[src/rtl/spi_master_shifter.sv]
`default_nettype none
// ============================================================================
// Module      : spi_master_shifter
// Description : Word-level SPI mode-0 master. Frames one DATA_W word under
//               cs_n_o, shifts tx_data_i out MSB first on mosi_o and captures
//               miso_i into rx_data_o. SCLK is a registered divide of clk_i.
// Revision    : 1.0 - initial release
// ============================================================================
module spi_master_shifter #(
    parameter int DATA_W  = 8,
    parameter int CLK_DIV = 2
) (
    input  logic              clk_i,
    input  logic              rst_n_i,
    input  logic [DATA_W-1:0] tx_data_i,
    input  logic              tx_valid_i,
    output logic              tx_ready_o,
    output logic [DATA_W-1:0] rx_data_o,
    output logic              rx_valid_o,
    output logic              busy_o,
    output logic              sclk_o,
    output logic              mosi_o,
    input  logic              miso_i,
    output logic              cs_n_o
);

    localparam int CNT_W = $clog2(DATA_W + 1);
    localparam int DIV_W = (CLK_DIV > 1) ? $clog2(CLK_DIV) : 1;

    localparam logic [CNT_W-1:0] C_BITS     = CNT_W'(DATA_W);
    localparam logic [DIV_W-1:0] C_DIV_LAST = DIV_W'(CLK_DIV - 1);
    localparam logic [CNT_W-1:0] C_CNT_ONE  = CNT_W'(1);
    localparam logic [DIV_W-1:0] C_DIV_ONE  = DIV_W'(1);

    typedef enum logic [1:0] {
        S_IDLE  = 2'd0,
        S_LEAD  = 2'd1,
        S_SHIFT = 2'd2,
        S_TRAIL = 2'd3
    } state_t;

    state_t              r_state;
    logic [DIV_W-1:0]    r_div_cnt;
    logic [CNT_W-1:0]    r_bit_cnt;
    logic [DATA_W-1:0]   r_tx_shift;
    logic [DATA_W-1:0]   r_rx_shift;
    logic [DATA_W-1:0]   r_rx_data;
    logic                r_rx_valid;
    logic                r_sclk;
    logic                r_mosi;
    logic                r_cs_n;

    state_t              w_state_nxt;
    logic [DIV_W-1:0]    w_div_nxt;
    logic [CNT_W-1:0]    w_bit_nxt;
    logic [DATA_W-1:0]   w_tx_nxt;
    logic [DATA_W-1:0]   w_rx_nxt;
    logic [DATA_W-1:0]   w_rx_data_nxt;
    logic                w_rx_valid_nxt;
    logic                w_sclk_nxt;
    logic                w_mosi_nxt;
    logic                w_cs_n_nxt;
    logic                w_div_last;

    // The half-period counter is shared by LEAD, SHIFT and TRAIL; each phase
    // lasts CLK_DIV cycles, so a single wrap flag drives every transition.
    assign w_div_last = (r_div_cnt == C_DIV_LAST);

    // Next-state and next-datapath decode; every SCLK edge is decided here so
    // the pins only ever change on a clk_i edge.
    always_comb begin
        w_state_nxt    = r_state;
        w_div_nxt      = r_div_cnt;
        w_bit_nxt      = r_bit_cnt;
        w_tx_nxt       = r_tx_shift;
        w_rx_nxt       = r_rx_shift;
        w_rx_data_nxt  = r_rx_data;
        w_rx_valid_nxt = 1'b0;
        w_sclk_nxt     = r_sclk;
        w_mosi_nxt     = r_mosi;
        w_cs_n_nxt     = r_cs_n;

        case (r_state)
            S_IDLE: begin
                if (tx_valid_i) begin
                    w_tx_nxt    = tx_data_i;
                    w_rx_nxt    = '0;
                    w_mosi_nxt  = tx_data_i[DATA_W-1];
                    w_cs_n_nxt  = 1'b0;
                    w_div_nxt   = '0;
                    w_bit_nxt   = '0;
                    w_state_nxt = S_LEAD;
                end
            end

            S_LEAD: begin
                if (w_div_last) begin
                    // End of MOSI setup: this edge is the first SCLK rise.
                    w_div_nxt   = '0;
                    w_sclk_nxt  = 1'b1;
                    w_rx_nxt    = {r_rx_shift[DATA_W-2:0], miso_i};
                    w_bit_nxt   = r_bit_cnt + C_CNT_ONE;
                    w_state_nxt = S_SHIFT;
                end else begin
                    w_div_nxt = r_div_cnt + C_DIV_ONE;
                end
            end

            S_SHIFT: begin
                if (w_div_last) begin
                    w_div_nxt = '0;
                    if (!r_sclk) begin
                        w_sclk_nxt = 1'b1;
                        w_rx_nxt   = {r_rx_shift[DATA_W-2:0], miso_i};
                        w_bit_nxt  = r_bit_cnt + C_CNT_ONE;
                    end else begin
                        w_sclk_nxt = 1'b0;
                        if (r_bit_cnt == C_BITS) begin
                            // Final fall: publish the word, hold MOSI.
                            w_rx_data_nxt  = r_rx_shift;
                            w_rx_valid_nxt = 1'b1;
                            w_state_nxt    = S_TRAIL;
                        end else begin
                            w_tx_nxt   = r_tx_shift << 1;
                            w_mosi_nxt = r_tx_shift[DATA_W-2];
                        end
                    end
                end else begin
                    w_div_nxt = r_div_cnt + C_DIV_ONE;
                end
            end

            S_TRAIL: begin
                if (w_div_last) begin
                    w_div_nxt   = '0;
                    w_cs_n_nxt  = 1'b1;
                    w_mosi_nxt  = 1'b0;
                    w_state_nxt = S_IDLE;
                end else begin
                    w_div_nxt = r_div_cnt + C_DIV_ONE;
                end
            end

            default: begin
                w_state_nxt = S_IDLE;
            end
        endcase
    end

    // State and datapath registers; reset drops any frame in flight at once.
    always_ff @(posedge clk_i or negedge rst_n_i) begin
        if (!rst_n_i) begin
            r_state    <= S_IDLE;
            r_div_cnt  <= '0;
            r_bit_cnt  <= '0;
            r_tx_shift <= '0;
            r_rx_shift <= '0;
            r_rx_data  <= '0;
            r_rx_valid <= 1'b0;
            r_sclk     <= 1'b0;
            r_mosi     <= 1'b0;
            r_cs_n     <= 1'b1;
        end else begin
            r_state    <= w_state_nxt;
            r_div_cnt  <= w_div_nxt;
            r_bit_cnt  <= w_bit_nxt;
            r_tx_shift <= w_tx_nxt;
            r_rx_shift <= w_rx_nxt;
            r_rx_data  <= w_rx_data_nxt;
            r_rx_valid <= w_rx_valid_nxt;
            r_sclk     <= w_sclk_nxt;
            r_mosi     <= w_mosi_nxt;
            r_cs_n     <= w_cs_n_nxt;
        end
    end

    assign tx_ready_o = (r_state == S_IDLE);
    assign busy_o     = (r_state != S_IDLE);
    assign rx_data_o  = r_rx_data;
    assign rx_valid_o = r_rx_valid;
    assign sclk_o     = r_sclk;
    assign mosi_o     = r_mosi;
    assign cs_n_o     = r_cs_n;

endmodule
`default_nettype wire

[config.mk]
export PLATFORM = sky130hd
export DESIGN_NAME = spi_master_shifter
export DESIGN_NICKNAME = d
export VERILOG_FILES = /design/src/rtl/spi_master_shifter.sv
export SDC_FILE = /design/constraint.sdc
export NUM_CORES = 1
export LEC_CHECK = 0
export ABC_AREA = 1
export CAP_MARGIN = 20
export CORE_ASPECT_RATIO = 1.4
export CORE_MARGIN = 10
export CORE_UTILIZATION = 45
export DETAILED_ROUTE_END_ITERATION = 8
export HOLD_SLACK_MARGIN = 0.05
export PLACE_DENSITY_LB_ADDON = 0.3
export RECOVER_POWER = 100
export SETUP_SLACK_MARGIN = 0.15
export SYNTH_ARGS = -nofsm -noshare
export SYNTH_HDL_FRONTEND = slang
export SYNTH_SLANG_ARGS = --single-unit
[constraint.sdc]
create_clock -name clk_i -period 1.9 [get_ports clk_i]
set_input_delay 0.285 -clock clk_i [delete_from_list [all_inputs] [get_ports clk_i]]
set_output_delay 0.285 -clock clk_i [all_outputs]
set_load 0.02 [all_outputs]
==> flow_metrics.env, run 1 <==
export IMPL_initial_core_util_pct=46.9
export IMPL_synth_fp_nets=234
export IMPL_crit_chain="dlygate4sd3_1"
export IMPL_layout_cells_non_filler=292
export IMPL_io_buffers=25
export IMPL_vias_per_cell=5.00
export IMPL_drc_errors=0
export IMPL_firstDrtPassIters=7
export IMPL_drv_slew=0
export IMPL_htreeDepth=2
export IMPL_cp_end_kind="primary output"
export IMPL_drv_cap=0
export IMPL_drive_gt1_share_pct=11.6
export IMPL_max_vdd_ir_drop_v=0.00108
export IMPL_ys_seq_area_share_pct=49.9
export IMPL_grt_total_usage_pct=11.5
export IMPL_pwr_share_clk_pct=20.3
export IMPL_critPathMaxStageDelay_ps=670
export IMPL_arrival_ps=1470
export IMPL_io_pin_count=26
export IMPL_p_switching_mw=1.42
export IMPL_finalWeightedCongestion=0.832
export IMPL_grt_pass1_wl_um=6380
export IMPL_pwr_share_comb_pct=46.1
export IMPL_synth_top_family_by_area="simple AND/OR/NAND/NOR gates"
export IMPL_drtIter0Drc=160
export IMPL_root_buffer="clkbuf_8"
export IMPL_tightest_slew_ps=821
export IMPL_coreArea_mm2=0.00364
export IMPL_crit_family="buffers and inverters"
export IMPL_dp_hpwl_um=2700
export IMPL_cts_sinks=34
export IMPL_synth_adder_area_share_pct=6.59
export IMPL_layout_setup_ws_ps=141
export IMPL_hold_viol_final=0
export IMPL_yosys_warnings=0
export IMPL_die_area_mm2=0.00669
export IMPL_swShare_pct=42.7
export IMPL_chipHeight_um=92.9
export IMPL_cp_max_fo=2
export IMPL_power_share_sequential_pct=33.6
export IMPL_multi_input_area_um2=761
export IMPL_die_w_um=72.1
export IMPL_tritoncts="done"
export IMPL_wirelength_um=3740
export IMPL_holdBufCountCts=0
export IMPL_cts_path_max_buffers=2
export IMPL_yosys_register_bits=34
export IMPL_num_antenna_cells=0
export IMPL_row_count=26
export IMPL_synth_edf_count=0
export IMPL_dp_cells=282
export IMPL_power_mw=3.32
export IMPL_synth_cells=213
export IMPL_fin_crit_sh_pct=92.6
export IMPL_n_fill_cell=322
export IMPL_outcome="completed"
export IMPL_ff_latch_area_um2=853
export IMPL_gr_total_overflow=0
export IMPL_synth_area_mux_share_pct=0
export IMPL_final_common_cell="nand2_1"
export IMPL_place_ws_ps=158
export IMPL_ys_async_sr_fraction_pct=100
export IMPL_numCtsBuffers=5
export IMPL_synth_compound_area_share_pct=3.30
export IMPL_post_route_min_period_ps=1760
export IMPL_vias=1460
export IMPL_mostFrequentLayoutCells="102 x nand2_1, 32 x dfrtp_1, 23 x nand3_1"
export IMPL_worst_setup_path_type="flop to primary output"
export IMPL_ys_types=21
export IMPL_p_per_area_mw_per_mm2=1550
export IMPL_finalSetupViolations=0
export IMPL_dpl_cell_area_mm2=0.00202
export IMPL_slowest_stage="dlygate4sd3_1"
export IMPL_nets=271
export IMPL_synth_xor_area_share_pct=0
export IMPL_grt_max_degree=35
export IMPL_clk_latency_ps=280
export IMPL_netlist_area_mm2=0.00171
export IMPL_relSlewSlack_pct=45.3
export IMPL_fmax_mhz=569
export IMPL_final_area_mm2=0.00214
export IMPL_synth_simple_area_share_pct=34.9
export IMPL_p_int_mw=1.90
export IMPL_cp_start_kind="flop"
export IMPL_finClkSkew_ps=7.04
export IMPL_antenna_found_initial=0
export IMPL_required_ps=1620
export IMPL_grt_pass1_vias=1420
export IMPL_wl_per_cell_um=12.8
export IMPL_hp_class="flop to flop"
export IMPL_critPathBufInv=1
export IMPL_syn_avg_cell_area_um2=8.02
export IMPL_antenna_left=0
export IMPL_leakagePower_nw=1.18
export IMPL_ys_dominant_reg_cell="dfrtp_1"
export IMPL_cts_clk_slew_worst_paths_ps=70
export IMPL_area_growth_pct=25.4
export IMPL_rsz0062_at_grt="true"
export IMPL_finalSetupTns_ps=0
[area by class of cell]
type,count,share of cell area (%)
Clock buffer,6,3.86
Clock inverter,1,1.40
Sequential cell,34,39.8
Timing Repair Buffer,34,14.1
Inverter,16,2.80
Multi-Input combinational cell,159,35.5
Tap cell,42,2.45
[worst register-to-register path: stages (launching register included)]
cell and delay (ps):
dfrtp_1 390, inv_1 110, ha_1 250, nand2_1 170, nand2_1 100, nor2_1 260
nand3_1 150, nand2_1 90, nand2_1 50
[cell usage after synthesis (2+ instances only)]
library cell	number	share of area, %
a21oi_1	2	0.59
buf_6	2	1.3
dfrtp_1	33	48
ha_1	9	6.6
inv_1	11	2.4
inv_2	5	1.1
nand2_1	102	22
nand2_2	2	0.73
nand3_1	23	6.7
nand3b_1	2	0.88
nand4_1	4	1.5
nor2_1	3	0.66
nor2_2	2	0.73
o21ai_0	6	1.8
[power by group through the flow]
stage / registers, mW / logic (mW) / clock network, mW
2_1_floorplan: 1.12 / 1.13 / 0
3_3_place_gp: 1.12 / 1.55 / 0
3_5_place_dp: 1.13 / 1.57 / 0
4_1_cts: 1.11 / 1.56 / 0.685
5_1_grt: 1.14 / 1.75 / 0.714
6_report: 1.12 / 1.53 / 0.675
[stage by stage]
| step | util, % | hold slack (ps) |
|---|---|---|
| after floorplan | - | -10.6 |
| after global placement | 55.6 | 455 |
| after detailed placement | 55.6 | 457 |
| after CTS | 58.6 | 427 |
| after global routing | 58.8 | 495 |
| final | 58.8 | 463 |
[repair_timing]
item | in CTS | in global routing
buffers inserted | 0 | 3
endpoints found under the setup margin | 2 | 23
gates resized for setup | 2 | 7
pin swaps | 0 | 1
[metal layers]
metal	part of all wire, %	vias to the layer above	GRT usage (%)
met5	0	-	0
met4	1.5	0	4.37
li1	-	746	-
met1	43	667	12.7
met2	49	40	19.7
met3	5.9	7	3.74
[sequential cells by signal, indices dropped and copies added (netlist names)]
signal,count
sclk_o,1
r_div_cnt,1
rx_data_o,8
cs_n_o,1
r_state,2
r_rx_shift,8
mosi_o,1
rx_valid_o,1
r_bit_cnt,4
r_tx_shift,7
[final timing paths]
| check | slack, ps | startpoint | to | cells past startpoint |
|---|---|---|---|---|
| worst max-delay path | 140 | cs_n_o | cs_n_o | 1 |
| worst min-delay path | 460 | mosi_o | mosi_o | 2 |
| worst max register to register | 210 | r_state[0] | r_state[1] | 8 |
| worst min register to register | 460 | mosi_o | mosi_o | 2 |
| max in group asynchronous | 690 | rst_n_i | r_state[1] | 2 |
| min in group asynchronous | 630 | rst_n_i | mosi_o | 2 |
[logic make-up (layout without fill, tap and decap cells)]
logic type | Yosys count | in the layout
buffers and inverters | 20 | 57
AND/OR/NAND/NOR | 140 | 140
adder cells (fa/ha/maj) | 9 | 9
flip-flops | 34 | 34
AO/OA/AOI/OAI | 10 | 10
(Power assumes the default switching activity.)
==> inputs of run 2 (changes only) <==
- CORE_MARGIN: 10 -> 5
==> flow_metrics.env, run 2 (synthesis gave the netlist of run 1 again) <==
export IMPL_finalSetupViolations=0
export IMPL_antenna_found_initial=0
export IMPL_fmax_mhz=592
export IMPL_wirelength_um=3610
export IMPL_row_count=26
export IMPL_io_pin_count=26
export IMPL_p_per_area_mw_per_mm2=1570
export IMPL_swShare_pct=42.5
export IMPL_hp_class="flop to flop"
export IMPL_arrival_ps=1860
export IMPL_clk_latency_ps=280
export IMPL_die_w_um=62.1
export IMPL_wl_per_cell_um=12.4
export IMPL_cp_end_kind="flop"
export IMPL_p_int_mw=1.95
export IMPL_p_switching_mw=1.44
export IMPL_grt_max_degree=35
export IMPL_worst_setup_path_type="flop to flop"
export IMPL_final_common_cell="nand2_1"
export IMPL_htreeDepth=2
export IMPL_cts_path_max_buffers=2
export IMPL_drv_cap=0
export IMPL_mostFrequentLayoutCells="101 x nand2_1, 32 x dfrtp_1, 23 x nand3_1"
export IMPL_pwr_share_clk_pct=19.7
export IMPL_num_antenna_cells=0
export IMPL_outcome="completed"
export IMPL_holdBufCountCts=0
export IMPL_finClkSkew_ps=2.02
export IMPL_finalWeightedCongestion=0.874
export IMPL_place_ws_ps=127
export IMPL_chipHeight_um=82.9
export IMPL_tritoncts="done"
export IMPL_leakagePower_nw=1.18
export IMPL_root_buffer="clkbuf_8"
export IMPL_numCtsBuffers=5
export IMPL_cts_sinks=34
export IMPL_drive_gt1_share_pct=12.8
export IMPL_dp_hpwl_um=2470
export IMPL_drv_slew=0
export IMPL_area_growth_pct=26.1
export IMPL_coreArea_mm2=0.00368
export IMPL_pwr_share_comb_pct=47.5
export IMPL_firstDrtPassIters=4
export IMPL_hold_viol_final=0
export IMPL_relSlewSlack_pct=43.8
export IMPL_initial_core_util_pct=46.5
export IMPL_layout_setup_ws_ps=211
export IMPL_grt_total_usage_pct=15.6
export IMPL_grt_pass1_vias=1374
export IMPL_nets=271
export IMPL_vias_per_cell=4.93
export IMPL_tightest_slew_ps=843
export IMPL_die_area_mm2=0.00514
export IMPL_finalSetupTns_ps=0
export IMPL_cts_clk_slew_worst_paths_ps=70
export IMPL_cp_max_fo=6
export IMPL_power_share_sequential_pct=32.8
export IMPL_post_route_min_period_ps=1690
export IMPL_cp_start_kind="flop"
export IMPL_required_ps=2070
export IMPL_gr_total_overflow=0
export IMPL_grt_pass1_wl_um=6120
export IMPL_vias=1440
export IMPL_drc_errors=0
export IMPL_rsz0062_at_grt="false"
export IMPL_fin_hold_ws_ps=470
export IMPL_io_buffers=25
export IMPL_drtIter0Drc=43
export IMPL_max_vdd_ir_drop_v=0.00117
export IMPL_fin_crit_sh_pct=88.9
export IMPL_antenna_left=0
-- run 2: final timing paths --
path | startpoint | to | slack [ps] | cells past startpoint
max in group asynchronous | rst_n_i | r_state[1] | 690 | 2
worst max-delay path | r_state[0] | r_tx_shift[1] | 210 | 8
worst min-delay path | mosi_o | mosi_o | 470 | 2
worst min register to register | mosi_o | mosi_o | 470 | 2
worst max register to register | r_state[0] | r_tx_shift[1] | 210 | 8
min in group asynchronous | rst_n_i | r_state[0] | 630 | 2
-- run 2: layout make-up --
| class | count | area, µm² |
|---|---|---|
| repair buffers | 34 | 304 |
| fillers | 341 | 1520 |
| clock inverters | 1 | 30.0 |
| multi-input cells | 159 | 771 |
| flip-flops and latches | 34 | 853 |
| well taps | 42 | 52.6 |
| clock buffers | 6 | 82.6 |
| inverters | 16 | 60.1 |
-- run 2: power by group through the flow --
| stage | Combinational, mW | Clock, mW | Sequential [mW] |
|---|---|---|---|
| 3_3_place_gp | 1.53 | 0 | 1.11 |
| 4_1_cts | 1.56 | 0.684 | 1.11 |
| 5_1_grt | 1.82 | 0.720 | 1.15 |
| 3_5_place_dp | 1.54 | 0 | 1.12 |
| 2_1_floorplan | 1.13 | 0 | 1.12 |
| 6_report | 1.61 | 0.667 | 1.11 |
-- run 2: layer usage --
layer | share of wire, % | wire length (µm) | GRT usage [%]
met1 | 44 | 1580 | 18.4
met4 | 2.3 | 84 | 7.53
met2 | 49 | 1750 | 24.7
met5 | 0 | 0 | 0
met3 | 5.2 | 187 | 4.66
-- run 2: what timing repair did --
item / in CTS / in global routing
pin swaps: 1 / 2
buffers inserted: 1 / 2
gates resized for setup: 2 / 9
cloned: 0 / 0
setup endpoints to repair: 9 / 23
-- run 2: through the flow --
stage                     utilization, %  area, µm²  power [mW]  instances
final                               58.6       2150        3.39        292
after global routing                58.6       2150        3.69        292
after CTS                           58.3       2140        3.35        290
after detailed placement            55.1       2020        2.66        282
after global placement              55.1       2020        2.64        282
after floorplan                        -       1710        2.25        213
-- run 2: worst max-delay path, cell delays in order, from the launching register on --
cell and delay [ps]:
dfrtp_1 420, inv_1 140, ha_1 300, inv_1 140, a21oi_2 200, nor2_2 100, buf_4 160, nand3_1 60
nand2_1 50
